`config.mk`:
```
export PLATFORM = sky130hd
export DESIGN_NAME = uart_tx_mmio
export DESIGN_NICKNAME = d
export VERILOG_FILES = /design/src/rtl/uart_tx_mmio.sv
export SDC_FILE = /design/constraint.sdc
export NUM_CORES = 1
export LEC_CHECK = 0
export ABC_AREA = 1
export ABC_CLOCK_PERIOD_IN_PS = 6330
export CELL_PAD_IN_SITES_DETAIL_PLACEMENT = 1
export CELL_PAD_IN_SITES_GLOBAL_PLACEMENT = 1
export CORE_ASPECT_RATIO = 1.4
export CORE_MARGIN = 4
export CORE_UTILIZATION = 43
export CTS_CLUSTER_SIZE = 8
export DETAILED_ROUTE_END_ITERATION = 7
export HOLD_SLACK_MARGIN = 0.08
export PLACE_DENSITY_LB_ADDON = 0.1
export REMOVE_ABC_BUFFERS = 1
export SLEW_MARGIN = 0
export SYNTH_ARGS = -nofsm -noshare
export SYNTH_HDL_FRONTEND = slang
export SYNTH_SLANG_ARGS = --single-unit
```
`constraint.sdc`:
```
create_clock -name clk -period 6.33 [get_ports clk]
set_clock_uncertainty 0.2 [all_clocks]
set_input_delay 1.266 -clock clk [delete_from_list [all_inputs] [get_ports clk]]
set_output_delay 1.266 -clock clk [all_outputs]
set_load 0.02 [all_outputs]
```
`src/rtl/uart_tx_mmio.sv`:
```
// uart_tx_mmio: memory-mapped UART transmitter (8N1) with a byte FIFO and status register.
// Define UART_PARITY_EN to insert an even-parity bit before the stop bit (8E1).
//
// state  | meaning
// IDLE   | line high, waiting for a FIFO byte
// START  | start bit, line low
// DATA   | eight data bits, LSB first
// PARITY | even parity of the data byte (UART_PARITY_EN only)
// STOP   | stop bit, line high; pops the next byte without an idle gap
module uart_tx_mmio #(
  parameter int CLK_DIV    = 104,
  parameter int FIFO_DEPTH = 8
) (
  input  logic        clk,
  input  logic        rst_n,
  input  logic        sel,
  input  logic [31:0] addr,
  input  logic [2:0]  write_enable,
  input  logic [31:0] data_in,
  output logic [31:0] data_out,
  output logic        tx
);

  localparam int PTR_W  = (FIFO_DEPTH > 1) ? $clog2(FIFO_DEPTH) : 1;
  localparam int CNT_W  = $clog2(FIFO_DEPTH + 1);
  localparam int BAUD_W = $clog2(CLK_DIV);
  localparam logic [BAUD_W-1:0] BAUD_LOAD = BAUD_W'(CLK_DIV - 1);
  localparam logic [CNT_W-1:0]  FIFO_FULL = CNT_W'(FIFO_DEPTH);
  localparam logic [PTR_W-1:0]  PTR_LAST  = PTR_W'(FIFO_DEPTH - 1);

  typedef enum logic [2:0] {
    S_IDLE   = 3'd0,
    S_START  = 3'd1,
    S_DATA   = 3'd2,
`ifdef UART_PARITY_EN
    S_PARITY = 3'd3,
`endif
    S_STOP   = 3'd4
  } state_t;

  state_t             state_q, state_d;
  logic [BAUD_W-1:0]  baud_q, baud_d;
  logic [2:0]         bit_idx_q, bit_idx_d;
  logic [7:0]         shift_q, shift_d;
  logic               tx_q, tx_d;
  logic [31:0]        data_out_q, data_out_d;
  logic               ovf_q, ovf_d;
  logic [CNT_W-1:0]   count_q, count_d;
  logic [PTR_W-1:0]   wr_ptr_q, wr_ptr_d;
  logic [PTR_W-1:0]   rd_ptr_q, rd_ptr_d;
  logic [7:0]         fifo_mem [FIFO_DEPTH];
`ifdef UART_PARITY_EN
  logic               par_q, par_d;
`endif

  logic        store, load, data_store, status_store;
  logic        push, pop, baud_done, fifo_empty;
  logic [7:0]  head;
  logic [31:0] status_word;
  logic        unused_ok;

  assign store        = sel && (write_enable != 3'b000);
  assign load         = sel && (write_enable == 3'b000);
  assign data_store   = store && (addr[3:2] == 2'd0);
  assign status_store = store && (addr[3:2] == 2'd1);
  assign fifo_empty   = (count_q == '0);
  assign head         = fifo_mem[rd_ptr_q];
  assign baud_done    = (baud_q == '0);
  assign unused_ok    = ^{addr[31:4], addr[1:0], data_in[31:8]};

  function automatic logic [PTR_W-1:0] ptr_inc(input logic [PTR_W-1:0] p);
    return (p == PTR_LAST) ? '0 : p + PTR_W'(1);
  endfunction

  // A push into a full FIFO is still accepted when the FSM pops on the same edge.
  assign push = data_store && ((count_q != FIFO_FULL) || pop);

  always_comb begin
    ovf_d    = ovf_q;
    wr_ptr_d = wr_ptr_q;
    rd_ptr_d = rd_ptr_q;
    count_d  = count_q;
    if (data_store && !push) begin
      ovf_d = 1'b1;
    end else if (status_store && data_in[3]) begin
      ovf_d = 1'b0;
    end
    if (push) wr_ptr_d = ptr_inc(wr_ptr_q);
    if (pop)  rd_ptr_d = ptr_inc(rd_ptr_q);
    case ({push, pop})
      2'b10:   count_d = count_q + CNT_W'(1);
      2'b01:   count_d = count_q - CNT_W'(1);
      default: count_d = count_q;
    endcase
  end

  always_comb begin
    state_d   = state_q;
    baud_d    = baud_q;
    bit_idx_d = bit_idx_q;
    shift_d   = shift_q;
    pop       = 1'b0;
`ifdef UART_PARITY_EN
    par_d     = par_q;
`endif
    case (state_q)
      S_IDLE: begin
        if (!fifo_empty) begin
          pop     = 1'b1;
          shift_d = head;
          baud_d  = BAUD_LOAD;
          state_d = S_START;
`ifdef UART_PARITY_EN
          par_d   = ^head;
`endif
        end
      end
      S_START: begin
        if (baud_done) begin
          bit_idx_d = 3'd0;
          baud_d    = BAUD_LOAD;
          state_d   = S_DATA;
        end else begin
          baud_d = baud_q - BAUD_W'(1);
        end
      end
      S_DATA: begin
        if (baud_done) begin
          shift_d = {1'b0, shift_q[7:1]};
          baud_d  = BAUD_LOAD;
          if (bit_idx_q == 3'd7) begin
`ifdef UART_PARITY_EN
            state_d = S_PARITY;
`else
            state_d = S_STOP;
`endif
          end else begin
            bit_idx_d = bit_idx_q + 3'd1;
          end
        end else begin
          baud_d = baud_q - BAUD_W'(1);
        end
      end
`ifdef UART_PARITY_EN
      S_PARITY: begin
        if (baud_done) begin
          baud_d  = BAUD_LOAD;
          state_d = S_STOP;
        end else begin
          baud_d = baud_q - BAUD_W'(1);
        end
      end
`endif
      S_STOP: begin
        // Chain straight into the next start bit when more data is waiting.
        if (baud_done) begin
          if (!fifo_empty) begin
            pop     = 1'b1;
            shift_d = head;
            baud_d  = BAUD_LOAD;
            state_d = S_START;
`ifdef UART_PARITY_EN
            par_d   = ^head;
`endif
          end else begin
            state_d = S_IDLE;
          end
        end else begin
          baud_d = baud_q - BAUD_W'(1);
        end
      end
      default: state_d = S_IDLE;
    endcase
  end

  // The line is registered from the next state so tx changes right after the entry edge.
  always_comb begin
    tx_d = 1'b1;
    case (state_d)
      S_START:  tx_d = 1'b0;
      S_DATA:   tx_d = shift_d[0];
`ifdef UART_PARITY_EN
      S_PARITY: tx_d = par_d;
`endif
      default:  tx_d = 1'b1;
    endcase
  end

  assign status_word = {16'd0, 8'(count_q), 4'd0, ovf_q, (state_q != S_IDLE),
                        fifo_empty, (count_q == FIFO_FULL)};

  always_comb begin
    data_out_d = data_out_q;
    if (load) begin
      case (addr[3:2])
        2'd1:    data_out_d = status_word;
        2'd2:    data_out_d = 32'(CLK_DIV);
        default: data_out_d = 32'd0;
      endcase
    end
  end

  always_ff @(posedge clk) begin
    if (push) fifo_mem[wr_ptr_q] <= data_in[7:0];
  end

  always_ff @(posedge clk or negedge rst_n) begin
    if (!rst_n) begin
      state_q    <= S_IDLE;
      baud_q     <= '0;
      bit_idx_q  <= 3'd0;
      shift_q    <= 8'd0;
      tx_q       <= 1'b1;
      data_out_q <= 32'd0;
      ovf_q      <= 1'b0;
      count_q    <= '0;
      wr_ptr_q   <= '0;
      rd_ptr_q   <= '0;
`ifdef UART_PARITY_EN
      par_q      <= 1'b0;
`endif
    end else begin
      state_q    <= state_d;
      baud_q     <= baud_d;
      bit_idx_q  <= bit_idx_d;
      shift_q    <= shift_d;
      tx_q       <= tx_d;
      data_out_q <= data_out_d;
      ovf_q      <= ovf_d;
      count_q    <= count_d;
      wr_ptr_q   <= wr_ptr_d;
      rd_ptr_q   <= rd_ptr_d;
`ifdef UART_PARITY_EN
      par_q      <= par_d;
`endif
    end
  end

  assign tx       = tx_q;
  assign data_out = data_out_q;

endmodule

```
### Word-level counts from Yosys, hierarchy flattened

Memories as Yosys holds them, arrays and structs flattened.
Cells that the tools add are included.

| word-level totals | value |
|---|---|
| word-level logic and storage cells | 91 |
| bits of input ports | 70 |
| bits in latches | 0 |
| output and inout bits | 33 |
| bits in registers | 65 |
| memories | 1 |
| bits in writable memories | 64 |
| memory bits (read-only) | 0 |

| operators by class | value |
|---|---|
| $mul | 0 |
| magnitude comparators | 0 |
| equal/unequal tests | 18 |
| divide/modulo/power cells | 0 |
| mux-type cells | 31 |
| shifts and indexed selects | 0 |
| bitwise gates (word level) | 0 |
| add/subtract/negate cells | 6 |
| reductions and logical operators | 24 |

Memories:

| memory | words | bits a word | read ports | clocked after Yosys merged registers in | wr ports | line | source |
|---|---|---|---|---|---|---|---|
| fifo_mem | 8 | 8 | 1 | 0 | 1 | 51 | `logic [7:0] fifo_mem [FIFO_DEPTH];` |

Operator list:

| operator | number |
|---|---|
| 3-bit 2-to-1 mux | 10 |
| 8-bit 2-to-1 mux | 3 |
| 12-bit one-hot mux with 2 select lines | 1 |
| 8-bit one-hot mux with 3 select lines | 1 |
| 7-bit 2-to-1 mux | 3 |
| 7-bit one-hot mux with 3 select lines | 1 |
| 3-bit == test (second input constant) | 4 |
| 3-bit one-hot mux with 4 select lines | 1 |
| 3-bit nonzero test | 4 |
| 3-bit by 1-bit adder with 3-bit output (second input constant) | 3 |
| 2-bit inequality test (second input constant) | 4 |
| 4-bit one-hot mux with 2 select lines | 1 |
| 1-bit logical AND | 7 |
| 7-bit zero test | 1 |
| 1-bit 2-to-1 mux | 7 |
| 7-bit by 1-bit subtractor with 7-bit output (second input constant) | 1 |
| 3-bit by 1-bit == test with 1-bit output (second input constant) | 2 |
| 3-bit by 2-bit == test with 1-bit output (second input constant) | 2 |
| 3-bit zero test | 2 |
| 3-bit one-hot mux with 2 select lines | 1 |
| 2-bit nonzero test | 3 |
| 4-bit by 1-bit adder with 4-bit output (second input constant) | 1 |
| 2-bit by 1-bit == test with 1-bit output (second input constant) | 2 |
| 2-bit == test (second input constant) | 2 |
| 11 further kinds | 12 |

### Logic depth before layout (Yosys ltp)

| depth | value |
|---|---|
| word-level depth | 9 |
| mapped depth | 18 |
| mapped depth without buffers | 18 |

### Least setup slack after synthesis

Ideal clock, no wire load.

| timing | value |
|---|---|
| path type | input to register |
| from | input port addr[2] |
| to | register count_q[3] |
| arrival | 2748 ps |
| slack | 3269 ps |
| cell stages on the path | 14 |
| library setup time | 113 ps |
| required time | 6017 ps |
| buffers on the path | 0 |
| cell sequence | inv_1 > ha_1 > nand3_1 > nand2_2 > inv_1 > ha_1 > nand2_1 > nand2_1 > a31oi_1 > inv_1 > nand2_1 > nand3_1 > nand2_1 > inv_1 |

| on the way | value |
|---|---|
| word-level cells in the longest chain between the ends | 5 |
| elaborated cells on any way between the ends | 7 |
| classes of those cells | 2 x eq/ne; 1 x mux; 4 x reduce/logical |

Ends and longest elaborated chain:

| item | line | source |
|---|---|---|
| from (decl) | 17 | `input logic [31:0] addr,` |
| 2-bit zero test (*) | 64 | `assign data_store = store && (addr[3:2] == 2'd0);` |
| 1-bit logical AND (*) | 64 |  |
| 1-bit logical AND (*) | 76 | `assign push = data_store && ((count_q != FIFO_FULL) \|\| pop);` |
| 2-bit by 1-bit == test with 1-bit output / 2-bit == test (equally long branches) | 90 | `case ({push, pop})` |
| 4-bit one-hot mux with 2 select lines / 2-bit nonzero test (equally long branches) | -- |  |
| to (signal assigned) | 230 | `count_q <= count_d;` |
| to (decl) | 48 | `logic [CNT_W-1:0] count_q, count_d;` |

Mark *: on every way between the ends. The rest lies on a longest branch, timed or not.
A chain may end at the register's enable or synchronous reset.

### Final worst setup path

| timing | value |
|---|---|
| from | input port addr[2] |
| to | memory fifo_mem[2][2] (enable) |

| on the way | value |
|---|---|
| word-level cells in the longest chain between the ends | 5 |

Ends and longest elaborated chain:

| item | line | source |
|---|---|---|
| 2-bit zero test | 64 |  |
| 1-bit logical AND | 64 |  |
| 1-bit logical AND | 76 |  |
| 1-bit 2-to-1 mux | 204 | `if (push) fifo_mem[wr_ptr_q] <= data_in[7:0];` |
| 1-bit 2-to-1 mux (not written as such) | 204 |  |
| to (decl) | 51 |  |

Every way passes these cells.

==> flow_summary.json <==
{
  "postCtsSetupRepairBufs": 0,
  "finalPower_mw": 1.55,
  "final-hold-violation-count": 0,
  "port_buffers": 26,
  "overflow": 0,
  "ys_types": 40,
  "remaining_drc_errors": 0,
  "dp_hpwl_um": 7870,
  "clkPwrFrac": 0.339,
  "antenna_found_initial": 0,
  "clkTransAtPathRegs_ns": 0.08,
  "crit_family": "simple AND/OR/NAND/NOR gates",
  "drive_gt1_frac": 0.105,
  "syn_to_final_growth_pct": 10.9,
  "crit_type": "in -> reg",
  "cp.buffers_inverters": 2,
  "required_ns": 6.09,
  "core_um2": 11800,
  "power_frac_comb": 0.135,
  "cp-start-kind": "input port",
  "initialDrtViolationCount": 98,
  "r2r_slack_ns": 3.19,
  "final_nets": 631,
  "cp-end-kind": "register",
  "cts-root-buf": "clkbuf_16",
  "grt_max_degree": 43,
  "hold_end": "baud_q[0]$_DFFE_PN0P_",
  "netlist_instances": 526,
  "syn_area_um2": 5140,
  "synth_top_cell_by_area": "edfxtp_1",
  "synth-seq-area-share": 0.579,
  "rows": 47,
  "hold_class": "reg -> reg",
  "pwr-share-seq": 0.526,
  "power.density_nw_per_um2": 271,
  "peakVddDrop_v": 0.000202,
  "first_pass_iters": 4,
  "num_vias": 3581,
  "path_max_fanout": 8,
  "ys.warnings.count": 0,
  "synth.area.top_cells": "edfxtp_1 (37%), dfrtp_1 (20%), nand2_1 (8.5%)",
  "max_slew_margin": 0.314,
  "dieWidth_um": 100,
  "min_from": "baud_q[0]$_DFFE_PN0P_",
  "io_pins": 103,
  "cp_cell_sequence": "clkdlybuf4s50_1 -> inv_1 -> ha_1 -> nand3_1 -> nor2_8 -> nand2_2 -> nor2_1",
  "swShare": 0.273,
  "status": "completed",
  "clock_latency_ns": 0.35,
  "postCtsHoldBufs": 0,
  "start_util": 0.437,
  "cpMaxStageDelayCell": "nor2_1",
  "worst_pin_slew_ns": 1.03,
  "period_share": 0.561,
  "htreeDepth": 3,
  "antenna_left": 0,
  "cp.arrival_ns": 3.32,
  "cts_tree": "done",
  "p_switching_mw": 0.423,
  "fmax_mhz": 281,
  "worst_r2r_path_depth": 10,
  "p_leak_nw": 2.43,
  "cts_resized": 0,
  "avgSynthCellArea_um2": 9.77,
  "clock_path_buffers": 2,
  "diodes": 0,
  "p_int_mw": 1.12,
  "worst_r2r_endpoint": "fifo_mem[2][2]$_DFFE_PP_",
  "grt_usage": 0.175,
  "fp.dieH_um": 137,
  "slowest_delay_ns": 0.78,
  "setup_tns_ns": 0,
  "grt_pass1_vias": 3857,
  "die-area_um2": 13800,
  "wl_per_cell_um": 16.1,
  "cts_sinks": 106,
  "fin_crit_ns": 3.55,
  "rsz0062_at_grt": "no",
  "layout_common_cells": "nand2_1 (116), edfxtp_1 (64), nor2_1 (58)",
  "slew_viol_final": 0,
  "grt_pass1_wl_um": 18700,
  "numCtsBuffers": 9,
  "synth_top_area_share": 0.374,
  "holdPathStages": 1,
  "rr_startpoint": "baud_q[0]$_DFFE_PN0P_",
  "place_congestion": 0.739,
  "cap_violations": 0,
  "final-setup-viol-count": 0,
  "vias_per_cell": 5.12,
  "ys_ff_latch": 106,
  "wl_um": 11300,
  "final_common_cell": "nand2_1"
}
-- worst reg2reg max path: cells and delay by family, from the launching register on --
family          cells  cell delay, ns
flops               1            0.40
simple gates        7            1.58
fa+ha+maj           1            0.19
compound gates      1            0.31
buf+inv             1            0.08
-- synthesized netlist by cell type --
library cell    n
a21oi_1         9
a21oi_4         1
a22o_1          1
a22oi_1         2
a22oi_2         1
a31oi_1         2
buf_1           1
buf_2           5
buf_4          23
buf_6           1
clkbuf_1        6
clkbuf_2        1
conb_1          1
dfrtp_1        41
dfstp_2         1
edfxtp_1       64
fa_1            1
ha_1           12
inv_1          40
inv_2           9
mux2_2          1
nand2_1       116
nand2_2        13
nand2_4         2
nand3_1        35
nand3_2         3
nand4_1         2
nor2_1         58
nor2_2          4
nor2_4          4
nor2_8          1
o211ai_1        1
o211ai_2        1
o21ai_0        36
o21ai_1         4
o21bai_1        1
o22ai_1        13
o31ai_1         7
xnor2_1         1
xor2_1          1
-- layout make-up --
| class | instances | area (µm²) |
|---|---|---|
| Sequential cell | 106 | 2970 |
| Clock buffer | 9 | 225 |
| Inverter | 49 | 184 |
| Fill cell | 1362 | 6060 |
| Timing Repair Buffer | 27 | 263 |
| Multi-Input combinational cell | 355 | 1820 |
| Clock inverter | 7 | 51.3 |
| Tap cell | 147 | 184 |
-- flip-flops by register name (all words and copies together) (netlist names) --
signal / cells
count_q: 4
baud_q: 7
bit_idx_q: 3
data_out: 9
shift_q: 8
fifo_mem: 64
ovf_q: 1
rd_ptr_q: 3
state_q: 3
wr_ptr_q: 3
tx: 1
-- power groups by stage --
stage          clock, mW  sequential (mW)  combinational, mW
3_5_place_dp           0            0.830              0.210
5_1_grt            0.570            0.822              0.236
6_report           0.525            0.814              0.208
4_1_cts            0.538            0.815              0.212
3_3_place_gp           0            0.826              0.202
2_1_floorplan          0            0.831              0.125
-- cell families after synthesis --
group | count (synthesis) | synth area share
compound gates | 79 | 0.0918
xor+xnor | 2 | 0.00341
fa+ha+maj | 13 | 0.0331
buf+inv | 86 | 0.0826
flops | 106 | 0.579
mux | 1 | 0.00219
other cells | 1 | 0.000730
simple gates | 238 | 0.207
-- metrics by stage --
stage	hold slack, ns	util	setup WS (ns)	cells	area, µm²
6_report	0.273	0.485	2.78	700	5700
4_1_cts	0.278	0.485	2.73	700	5700
3_5_place_dp	0.267	0.461	2.42	684	5420
3_3_place_gp	0.254	0.461	2.42	684	5420
2_1_floorplan	0.240	-	3.27	510	4980
5_1_grt	0.300	0.485	2.65	700	5700
-- metal layers --
layer | GRT usage | up-vias | share of wire
met5 | 0 | - | 0
met4 | 0.0562 | 0 | 0.018
met3 | 0.0299 | 17 | 0.025
met2 | 0.345 | 42 | 0.56
met1 | 0.186 | 1771 | 0.40
li1 | - | 1751 | -
-- worst max-delay path by stage --
stage / startpoint / endpoint / slack [ns] / cells after the start
6_report: addr[2] / fifo_mem[2][2]$_DFFE_PP_ / 2.78 / 7
5_1_grt: addr[2] / fifo_mem[1][1]$_DFFE_PP_ / 2.65 / 7
4_1_cts: addr[2] / fifo_mem[1][1]$_DFFE_PP_ / 2.73 / 7
3_5_place_dp: addr[2] / fifo_mem[2][5]$_DFFE_PP_ / 2.42 / 7
3_3_place_gp: addr[2] / fifo_mem[5][5]$_DFFE_PP_ / 2.42 / 7
2_1_floorplan: addr[2] / count_q[3]$_DFFE_PN0P_ / 3.27 / 14
No activity file was read; power rests on OpenSTA's default activity.
